<file path="src/rtl/q_episode_ctrl.sv">
// q_episode_ctrl: episode/step sequencer for the Q-learning datapath.
// Issues one step request per transition, tracks steps and episodes, ends an
// episode on the goal state or the step cap, and decays the exploration
// threshold once per completed episode.
module q_episode_ctrl #(
    parameter int STATES_WIDTH = 4,
    parameter int GOAL_STATE   = 15,
    parameter int MAX_STEPS    = 64,
    parameter int NUM_EPISODES = 100,
    parameter int STEP_WIDTH   = 8,
    parameter int EP_WIDTH     = 16,
    parameter int EPS_INIT     = 200,
    parameter int EPS_DEC      = 10,
    parameter int EPS_MIN      = 20
) (
    input  logic                    clk,
    input  logic                    rst_n,
    input  logic                    i_valid,
    input  logic                    i_start,
    input  logic [STATES_WIDTH-1:0] i_first_st,
    input  logic                    i_step_done,
    input  logic [STATES_WIDTH-1:0] i_next_st,
    output logic                    o_step_req,
    output logic [STATES_WIDTH-1:0] o_cur_st,
    output logic                    o_explore,
    output logic [STEP_WIDTH-1:0]   o_step_cnt,
    output logic [EP_WIDTH-1:0]     o_episode_cnt,
    output logic                    o_busy,
    output logic                    o_valid
);

    typedef enum logic [2:0] {
        S_IDLE,
        S_LOAD,
        S_ISSUE,
        S_WAIT,
        S_CHECK,
        S_DONE
    } state_t;

    localparam logic [STATES_WIDTH-1:0] GOAL_ST   = STATES_WIDTH'(GOAL_STATE);
    localparam logic [STEP_WIDTH-1:0]   STEP_CAP  = STEP_WIDTH'(MAX_STEPS);
    localparam logic [EP_WIDTH-1:0]     EP_LAST   = EP_WIDTH'(NUM_EPISODES);
    localparam logic [7:0]              EPS_INIT8 = 8'(EPS_INIT);
    localparam logic [7:0]              EPS_MIN8  = 8'(EPS_MIN);
    localparam logic [8:0]              EPS_DEC9  = 9'(EPS_DEC);
    localparam logic [8:0]              EPS_FLOOR = 9'(EPS_MIN + EPS_DEC);

    state_t                  r_state;
    state_t                  w_state_next;
    logic [STATES_WIDTH-1:0] r_first_st;
    logic [STATES_WIDTH-1:0] r_cur_st;
    logic [STATES_WIDTH-1:0] r_next_st;
    logic [STEP_WIDTH-1:0]   r_step_cnt;
    logic [EP_WIDTH-1:0]     r_ep_cnt;
    logic [7:0]              r_eps;
    logic [7:0]              r_lfsr;
    logic                    r_busy;
    logic                    r_valid;

    logic                    w_start;
    logic                    w_ep_end;
    logic [EP_WIDTH-1:0]     w_ep_cnt_inc;
    logic                    w_last_ep;
    logic [8:0]              w_eps_wide;
    logic [7:0]              w_eps_next;
    logic                    w_lfsr_fb;

    assign w_start      = i_valid & i_start;
    assign w_ep_end     = (r_next_st == GOAL_ST) || (r_step_cnt == STEP_CAP);
    assign w_ep_cnt_inc = r_ep_cnt + EP_WIDTH'(1);
    assign w_last_ep    = (w_ep_cnt_inc == EP_LAST);
    // Threshold decay is done at 9 bits so the subtraction can never wrap.
    assign w_eps_wide   = {1'b0, r_eps};
    assign w_eps_next   = (w_eps_wide >= EPS_FLOOR) ? 8'(w_eps_wide - EPS_DEC9) : EPS_MIN8;
    // Fibonacci feedback from taps 8,6,5,4 (1-based), shifted in at bit 0.
    assign w_lfsr_fb    = r_lfsr[7] ^ r_lfsr[5] ^ r_lfsr[4] ^ r_lfsr[3];

    assign o_cur_st      = r_cur_st;
    assign o_step_cnt    = r_step_cnt;
    assign o_episode_cnt = r_ep_cnt;
    assign o_busy        = r_busy;
    assign o_valid       = r_valid;

    // State register with synchronous active-low reset.
    always_ff @(posedge clk) begin
        if (!rst_n) begin
            r_state <= S_IDLE;
        end else begin
            r_state <= w_state_next;
        end
    end

    // Next-state selection plus the single-cycle step request and explore flag.
    always_comb begin
        w_state_next = r_state;
        o_step_req   = 1'b0;
        o_explore    = 1'b0;
        case (r_state)
            S_IDLE: begin
                if (w_start) w_state_next = S_LOAD;
            end
            S_LOAD: begin
                w_state_next = S_ISSUE;
            end
            S_ISSUE: begin
                o_step_req   = 1'b1;
                o_explore    = (r_lfsr < r_eps);
                w_state_next = S_WAIT;
            end
            S_WAIT: begin
                if (i_step_done) w_state_next = S_CHECK;
            end
            S_CHECK: begin
                if (!w_ep_end) begin
                    w_state_next = S_ISSUE;
                end else if (w_last_ep) begin
                    w_state_next = S_DONE;
                end else begin
                    w_state_next = S_LOAD;
                end
            end
            S_DONE: begin
                if (w_start) w_state_next = S_LOAD;
            end
            default: begin
                w_state_next = S_IDLE;
            end
        endcase
    end

    // Datapath registers: start latch, counters, threshold, LFSR and run flags.
    always_ff @(posedge clk) begin
        if (!rst_n) begin
            r_first_st <= '0;
            r_cur_st   <= '0;
            r_next_st  <= '0;
            r_step_cnt <= '0;
            r_ep_cnt   <= '0;
            r_eps      <= EPS_INIT8;
            r_lfsr     <= 8'hA5;
            r_busy     <= 1'b0;
            r_valid    <= 1'b0;
        end else begin
            case (r_state)
                S_IDLE, S_DONE: begin
                    if (w_start) begin
                        r_first_st <= i_first_st;
                        r_ep_cnt   <= '0;
                        r_eps      <= EPS_INIT8;
                        r_busy     <= 1'b1;
                        r_valid    <= 1'b0;
                    end
                end
                S_LOAD: begin
                    r_cur_st   <= r_first_st;
                    r_step_cnt <= '0;
                end
                S_ISSUE: begin
                    r_lfsr <= {r_lfsr[6:0], w_lfsr_fb};
                end
                S_WAIT: begin
                    if (i_step_done) begin
                        r_next_st  <= i_next_st;
                        r_step_cnt <= r_step_cnt + STEP_WIDTH'(1);
                    end
                end
                S_CHECK: begin
                    if (w_ep_end) begin
                        r_ep_cnt <= w_ep_cnt_inc;
                        r_eps    <= w_eps_next;
                        if (w_last_ep) begin
                            r_busy  <= 1'b0;
                            r_valid <= 1'b1;
                        end
                    end else begin
                        r_cur_st <= r_next_st;
                    end
                end
                default: begin
                end
            endcase
        end
    end

endmodule

</file>
<file path="config.mk">
export PLATFORM = sky130hd
export DESIGN_NAME = q_episode_ctrl
export DESIGN_NICKNAME = d
export VERILOG_FILES = /design/src/rtl/q_episode_ctrl.sv
export SDC_FILE = /design/constraint.sdc
export NUM_CORES = 1
export LEC_CHECK = 0
export BUFFER_PORTS_ARGS = -buffer_cell sky130_fd_sc_hd__buf_4
export CAP_MARGIN = 5
export CORE_MARGIN = 10
export CORE_UTILIZATION = 51
export DETAILED_ROUTE_END_ITERATION = 6
export PLACE_DENSITY = 0.76
export REMOVE_ABC_BUFFERS = 1
export SKIP_CTS_REPAIR_TIMING = 1
export SYNTH_ARGS = -nofsm -noshare
export SYNTH_HDL_FRONTEND = slang
export SYNTH_SLANG_ARGS = --single-unit
</file>
<file path="constraint.sdc">
create_clock -name clk -period 1.8 [get_ports clk]
set_input_delay 0.18 -clock clk [delete_from_list [all_inputs] [get_ports clk]]
set_output_delay 0.18 -clock clk [all_outputs]
set_load 0.01 [all_outputs]
</file>
# Word level (Yosys, flattened, before mapping)
# Index checks and enable logic that the tools add are counted.
[totals] ff_bits=57 in_bits=13 out_inout_bits=32 word_cells=71
[classes] n_addsub=3 order_cmp=2 n_eq_ne=13 muxes=26 n_bitwise=4 reduce_logical=13
[ops] operator="two-way mux 16 bit" count=2
[ops] operator="two-way mux 8 bit" count=4
[ops] operator="case mux 16 bit (2 select lines)" count=1
[ops] operator="case mux 8 bit (2 select lines)" count=2
[ops] operator="adder 16 x 1 -> 16 bit (second input constant)" count=1
[ops] operator="equality test 16 x 7 -> 1 bit (second input constant)" count=1
[ops] operator="case mux 3 bit (5 select lines)" count=1
[ops] operator="two-way mux 3 bit" count=4
[ops] operator="AND reduction 2 bit" count=5
[ops] operator="adder 8 x 1 -> 8 bit (second input constant)" count=1
[ops] operator="equality test 8 x 7 -> 1 bit (second input constant)" count=1
[ops] operator="greater-or-equal comparator 8 x 5 -> 1 bit (second input constant)" count=1
[ops] operator="< comparator 8 bit" count=1
[ops] operator="two-way mux 1 bit" count=8
[ops] operator="inequality test 2 bit (second input constant)" count=4
[ops] operator="case mux 4 bit (2 select lines)" count=1
[ops] operator="subtractor 8 x 4 -> 8 bit (second input constant)" count=1
[ops] operator="equality test 3 x 2 -> 1 bit (second input constant)" count=2
[ops] operator="equality test 3 bit (second input constant)" count=2
[ops] operator="nonzero test 2 bit" count=3
[ops] operator="equality test 4 bit (second input constant)" count=1
[ops] operator="two-way mux 4 bit" count=1
[ops] operator="case mux 1 bit (2 select lines)" count=2
[ops] operator="AND reduction 4 bit" count=1
[ops] operator="other kinds (8)" count=10

# Logic depth before layout (Yosys ltp)
# Gate-level depths: netlist of the first run.
[logic_depth] ltp_word=5 ltp_mapped=8

# Worst setup path before layout of the first run
# OpenSTA, ideal clock, no wires.
[synth_path] kind="reg2reg" from="register r_ep_cnt[0] (netlist: o_episode_cnt[0])" to="register r_state[2]" arrival_ns=1.900 required_time_ns=1.729 setup_slack_ns=-0.171 stages_incl_launch_ff=7 n_path_buf=0 synth_period_minus_slack_ns=1.971 cell_sequence="dfxtp_1 > ha_1 > nand3_2 > nor4_1 > mux2i_1 > or4_1 > a21oi_1"
[synth_between] elab_chain_len=5
[synth_rtl] element="from (decl)" line="55" source="logic [EP_WIDTH-1:0] r_ep_cnt;"
[synth_rtl] element="from (signal assigned)" line="170" source="r_ep_cnt <= w_ep_cnt_inc;"
[synth_rtl] element="adder 16 x 1 -> 16 bit" line="71" source="assign w_ep_cnt_inc = r_ep_cnt + EP_WIDTH'(1);"
[synth_rtl] element="equality test 16 x 7 -> 1 bit" line="72" source="assign w_last_ep = (w_ep_cnt_inc == EP_LAST);"
[synth_rtl] element="two-way mux 3 bit" line="117" source="end else if (w_last_ep) begin"
[synth_rtl] element="two-way mux 3 bit" line="115" source="if (!w_ep_end) begin"
[synth_rtl] element="case mux 3 bit (5 select lines)" line="99" source="case (r_state)"
[synth_rtl] element="to (signal assigned)" line="90" source="r_state <= w_state_next;"
[synth_rtl] element="to (decl)" line="49" source="state_t r_state;"
# Every way passes these cells.
# A chain may end at the register's enable or synchronous reset.

# Final worst setup path of the first run
[layout_path] from="register r_step_cnt[2] (netlist: o_step_cnt[2])" to="register r_state[2]"
[layout_between] elab_chain_len=4
[layout_rtl] element="from (decl)" line="54" source="logic [STEP_WIDTH-1:0] r_step_cnt;"
[layout_rtl] element="from (signal assigned)" line="165" source="r_step_cnt <= r_step_cnt + STEP_WIDTH'(1);"
[layout_rtl] element="equality test 8 x 7 -> 1 bit" line="70" source="assign w_ep_end = (r_next_st == GOAL_ST) || (r_step_cnt == STEP_CAP);"
[layout_rtl] element="logical OR 1 bit" line="70"
[layout_rtl] element="two-way mux 3 bit" line="115"
[layout_rtl] element="case mux 3 bit (5 select lines)" line="99"
# Every way passes these cells.

==> results.cfg, run 1 <==
[run_status]
status = complete, but fails checks
violations = setup timing

[timing]
setup_viol = 6
timing.final.ws_setup_ns = -0.138
tns_ns = -0.491
fmax_mhz = 516
finalHoldViolCount = 0
slew_headroom_pct = 70.8
fin_hold_ws_ns = 0.0974
rsz0062_at_grt = true
worst_slew_pin_slew_ns = 0.436
post-route-period-util_pct = 108
clock_skew_ns = 0.0100
post-route-min-period_ns = 1.94
drv_slew = 0

[floorplan]
coreArea_mm2 = 0.00551
dieWidth_um = 95.3
pin_count = 45
die_h_um = 95.3
start_util_pct = 52.5
rows = 27
die_area_mm2 = 0.00908

[cts]
cts_tree = done
cts_buffers = 5
cts_sinks = 56
cts-root-buf = clkbuf_8
htreeDepth = 2
cts_max_path_buffers = 2
clk_latency_ns = 0.32
clk_pin_slew_ns = 0.11

[worst_setup_path]
critPathMaxFanout = 5
r2r-end = r_state[2]
r2r_slack_ns = -0.14
worstPathRequired_ns = 2.05
crit_type = reg -> reg
arrival_ns = 2.19
reg2reg_from = o_step_cnt[2]
reg2reg_depth = 5
startpoint_type = flip-flop
worstSetupEndpointType = flip-flop

[synth]
seq_area_frac_synth_pct = 38.8
synthDistinctLibCells = 49
syn_inst = 359
synth_area_leader_cell = dfxtp_1
synth_ff_type = dfxtp_1
synth.top_cell.area_share_pct = 38.8
async_flop_share_pct = 0
synth_edf_count = 0
syn_avg_cell_area_um2 = 8.05
synthTopCellsByArea = dfxtp_1 39%, nand2_1 6.1%, a21oi_1 5.5%
synth-seq-cells = 56
syn_area_mm2 = 0.00289
ys_warn_count = 0

[placement]
io_buffers = 44
hpwl_um = 6200
place_ws_ns = -0.151
place_congestion = 0.916

[hold_path]
hold_path.class = in -> reg
min-delay-start = i_next_st[3]
holdPathEnd = r_next_st[3]
min_path_cells = 3

[cells_and_area]
final_util_pct = 74.5
drive_above_1_share_pct = 35.3
diodes = 0
syn_to_final_growth_pct = 41.8
nets = 487

[global_routing]
grt_pass1_vias = 2955
gr-usage-all-layers_pct = 18.2
grt_util_met1_pct = 22.0
grt.overflow.total = 0
grt_max_degree = 19
antenna_found_initial = 0
grtUsageMet3_pct = 3.69
grt_pass1_wl_um = 13600
grtUsageMet2_pct = 31.3
grt-busiest-layer = met2

[power_and_ir_drop]
seq_power_share_pct = 55.9
p_leak_uw = 0.00172
p_int_uw = 1710
vdd.ir_drop.worst_mv = 0.399
p_switching_uw = 654
power_frac_comb_pct = 13.6
finalPower_uw = 2370
power.clock.fraction_pct = 30.5
powerDensity_mw_per_mm2 = 577
swShare_pct = 27.7

[route]
drt_pass1_iterations = 5
finalWirelength_um = 8660
drt_iter0_markers = 239
drc = 0
vias_per_cell = 5.68
routedWlPerCell_um = 16.2
ant_nets = 0
num_vias = 3045

[run]
drv_cap = 0
-- per-stage QoR --
stage | cell area [um^2] | instances
after floorplan | 2810 | 341
after global placement | 3730 | 522
after detailed placement | 3730 | 522
after CTS | 3830 | 530
after global routing | 4100 | 536
final | 4100 | 536
-- how the worst max path moves through the flow --
| stage | start | endpoint | slack [ns] | cells after the start |
|---|---|---|---|---|
| after global routing | r_eps[1] | o_explore | -0.24 | 8 |
| after floorplan | o_episode_cnt[0] | r_state[2] | -0.18 | 6 |
| after global placement | o_episode_cnt[0] | r_state[2] | -0.06 | 6 |
| after CTS | r_eps[1] | o_explore | -0.29 | 8 |
| after detailed placement | o_step_cnt[1] | r_state[2] | -0.15 | 7 |
| final | o_step_cnt[2] | r_state[2] | -0.14 | 5 |
-- critical path, stage by stage (launching register included) --
cell and delay, ns:
dfxtp_2 0.34, or3_4 0.41, o21a_4 0.26, a211o_1 0.30
or4_4 0.45, a21oi_2 0.12
-- sequential cells by signal, indices dropped and copies added, names as in the netlist --
| register | flops |
|---|---|
| r_lfsr | 8 |
| r_first_st | 4 |
| o_busy | 1 |
| r_next_st | 4 |
| o_step_cnt | 8 |
| o_episode_cnt | 16 |
| r_state | 3 |
| r_eps | 7 |
| o_valid | 1 |
| o_cur_st | 4 |
-- final cells by class --
cell class                      instances  area, um^2
Clock buffer                            5        68.8
Tap cell                               72        90.1
Fill cell                             442        1410
Sequential cell                        56        1130
Multi-Input combinational cell        269        1840
Inverter                               16        62.6
Clock inverter                          3        22.5
Timing Repair Buffer                  115         887
-- synth_stat cells, types with 4 or more instances --
cell,n
nor3_1,9
ha_1,11
nor2_1,40
a31oi_1,6
mux2i_1,7
a311oi_1,6
nand3_1,15
nand4_1,13
xnor2_1,13
buf_2,5
clkbuf_1,12
o21ai_0,13
inv_1,15
nor4_1,6
a21oi_1,32
nand2_1,47
dfxtp_1,56
and4_1,4
xor2_1,9
-- power groups by stage --
| stage | Combinational, uW | Sequential (uW) | Clock, uW |
|---|---|---|---|
| 6_report | 321 | 1320 | 721 |
| 5_1_grt | 360 | 1330 | 785 |
| 4_1_cts | 305 | 1320 | 732 |
| 3_5_place_dp | 303 | 1350 | 0 |
| 3_3_place_gp | 292 | 1340 | 0 |
| 2_1_floorplan | 166 | 1340 | 0 |
-- per-layer routing --
layer	vias up	part of all wire [%]
met5	-	0
met4	0	1.3
met3	12	5.9
met2	94	52
met1	1452	41
li1	1487	-
-- cell usage in the layout, fill, tap and decap left out, types with 6 or more instances in the layout --
cell type  instances
o21ai_0           10
nand2_1           47
nor3_1             6
buf_4            111
a21oi_1           29
nor2_1            38
ha_1               7
nand4_1           13
dfxtp_1           51
mux2i_1            7
xor2_1             9
a31oi_1            6
inv_1             12
xnor2_1           13
nand3_1           15
-- cell families (layout without fill, tap and decap cells) --
| group | Yosys count | in the layout | share of synthesized area (%) |
|---|---|---|---|
| AO/OA/AOI/OAI | 78 | 78 | 17.0 |
| XOR/XNOR | 22 | 22 | 6.66 |
| adder cells (fa/ha/maj) | 11 | 11 | 4.76 |
| buffers and inverters | 34 | 139 | 4.76 |
| flip-flops | 56 | 56 | 38.8 |
| multiplexers | 7 | 7 | 2.42 |
| AND/OR/NAND/NOR | 151 | 151 | 25.6 |
(Power assumes the default switching activity.)
==> run 2: changes to the inputs <==
--- a/config.mk
+++ b/config.mk
@@ -10,7 +10,8 @@
 export CORE_MARGIN = 10
 export CORE_UTILIZATION = 51
 export DETAILED_ROUTE_END_ITERATION = 6
-export PLACE_DENSITY = 0.76
+export GPL_ROUTABILITY_DRIVEN = 0
+export PLACE_DENSITY = 0.82
 export REMOVE_ABC_BUFFERS = 1
 export SKIP_CTS_REPAIR_TIMING = 1
 export SYNTH_ARGS = -nofsm -noshare
==> run 2 against run 1 <==
  * The flow still finishes with violations (setup timing)
  * Total power grew 4.4%
  * Sequential share of layout area up 0.26 points
  * Routed wire length is 4.9% higher
  * Global-route usage barely moved
  * Combinational power about the same
  * Worst hold slack improved by 0.0032 ns
  * Fmax is 4.2% lower
  * Non-clock buffer count shrank 6
  * Core utilization down 0.14 points
  * Register-to-register slack better by 0.06 ns
  * Die area unchanged
==> results.cfg, run 2 (same netlist as run 1, synthesis figures left out) <==
[cells_and_area]
final_common_cell = buf_4
diodes = 0
final_util_pct = 74.3
drive_above_1_share_pct = 36.0
mostFrequentLayoutCells = 104 x buf_4, 47 x nand2_1, 44 x dfxtp_1
largest_reg_flops = 16
nets = 481
syn_to_final_growth_pct = 41.5

[timing]
post-route-period-util_pct = 112
fmax_mhz = 494
slew_headroom_pct = 71.7
finalHoldViolCount = 0
timing.final.ws_setup_ns = -0.224
post-route-min-period_ns = 2.02
setup_viol = 3
rsz0062_at_grt = true
worst_slew_pin_slew_ns = 0.422
clock_skew_ns = 0.0104
drv_slew = 0
fin_hold_ws_ns = 0.101

[worst_setup_path]
r2r_slack_ns = -0.08
reg2reg_from = o_step_cnt[2]
reg2reg_depth = 5
cp_top_family = compound AO/OA/AOI/OAI gates
arrival_ns = 1.84
cp.buffers_inverters = 2
crit_type = reg -> out
slowest_stage = dfxtp_2
worstPathRequired_ns = 1.62
r2r-end = o_valid
critPathMaxFanout = 3
crit_chain = inv_2, ha_4, o21a_1, o21a_1, o21ai_1, a21oi_1, a31oi_1, buf_4
critical_path.max_stage_delay_ns = 0.33
cpMostUsedCell = o21a_1
worstSetupEndpointType = primary output
startpoint_type = flip-flop

[route]
ant_nets = 0
routedWlPerCell_um = 17.1
finalWirelength_um = 9090
drc = 0
num_vias = 3108
drt_pass1_iterations = 5
vias_per_cell = 5.86
drt_iter0_markers = 209

[power_and_ir_drop]
power_frac_comb_pct = 13.0
power.clock.fraction_pct = 33.6
p_leak_uw = 0.00170
swShare_pct = 25.6
seq_power_share_pct = 53.5
powerDensity_mw_per_mm2 = 603
vdd.ir_drop.worst_mv = 0.392
p_int_uw = 1840
p_switching_uw = 631

[cts]
clk_pin_slew_ns = 0.10
cts_tree = done
cts_sinks = 56
cts_max_path_buffers = 2
clk_latency_ns = 0.32
htreeDepth = 2
cts-root-buf = clkbuf_8
cts_buffers = 5

[hold_path]
holdPathEnd = r_first_st[1]
min_path_cells = 3
hold_path.class = in -> reg
min-delay-start = i_first_st[1]

[placement]
io_buffers = 44
hpwl_um = 6170

[global_routing]
grt_pass1_wl_um = 13700
antenna_found_initial = 0
grt_pass1_vias = 2970
grt.overflow.total = 0
grt_max_degree = 26
gr-usage-all-layers_pct = 18.2

[floorplan]
dieWidth_um = 95.3
coreArea_mm2 = 0.00551
rows = 27
pin_count = 45
die_area_mm2 = 0.00908
start_util_pct = 52.5
die_h_um = 95.3

[run_status]
violations = setup timing
status = complete, but fails checks

[run]
drv_cap = 0
==> run 2: worst reg2reg max path, stage by stage, from the launching register on <==
cell and delay, ns:
dfxtp_2 0.33, or3_4 0.40, o21a_4 0.24, a211o_1 0.26, or4_4 0.46, a21oi_2 0.14
==> run 2: cell type report <==
type                       count  area (um^2)
timing repair buffer         109          846
fill                         384         1410
clock buffer                   6         72.6
inverter                      16         60.1
multi-input combinational    269         1850
clock inverter                 2         35.0
tap                           72         90.1
sequential                    56         1140
==> run 2: layer usage <==
metal  part of all wire, %  up-vias  global-route usage, %
li1                      -     1474                      -
met1                    41     1483                   21.2
met2                    51      126                   33.4
met3                   6.0       25                   3.46
met4                   2.2        0                   4.36
met5                     0        -                      0
==> run 2: how the worst max path moves through the flow <==
stage	startpoint	cells after the start	endpoint	slack, ns
6_report	r_eps[1]	8	o_explore	-0.22
4_1_cts	r_eps[1]	8	o_explore	-0.31
2_1_floorplan	o_episode_cnt[0]	6	r_state[2]	-0.18
5_1_grt	r_eps[2]	8	o_explore	-0.31
3_3_place_gp	o_step_cnt[0]	7	r_eps[4]	-0.09
3_5_place_dp	o_step_cnt[1]	7	r_eps[5]	-0.23
==> run 2: power by group through the flow <==
stage               Sequential (uW)  Combinational (uW)  Clock [uW]
finish                         1320                 320         830
global route                   1320                 355         882
CTS                            1310                 303         836
detailed placement             1340                 301           0
global placement               1340                 289           0
floorplan                      1340                 166           0
==> run 2: through the flow <==
stage                     cell area [um^2]  setup slack (ns)  setup TNS [ns]  cells  total power [uW]
after global routing                  4090            -0.312          -0.796    530              2560
final                                 4090            -0.224          -0.378    530              2470
after detailed placement              3700            -0.232           -1.68    517              1640
after global placement                3700           -0.0853          -0.272    517              1630
after CTS                             3800            -0.313           -2.75    525              2450
after floorplan                       2810            -0.177          -0.420    341              1510
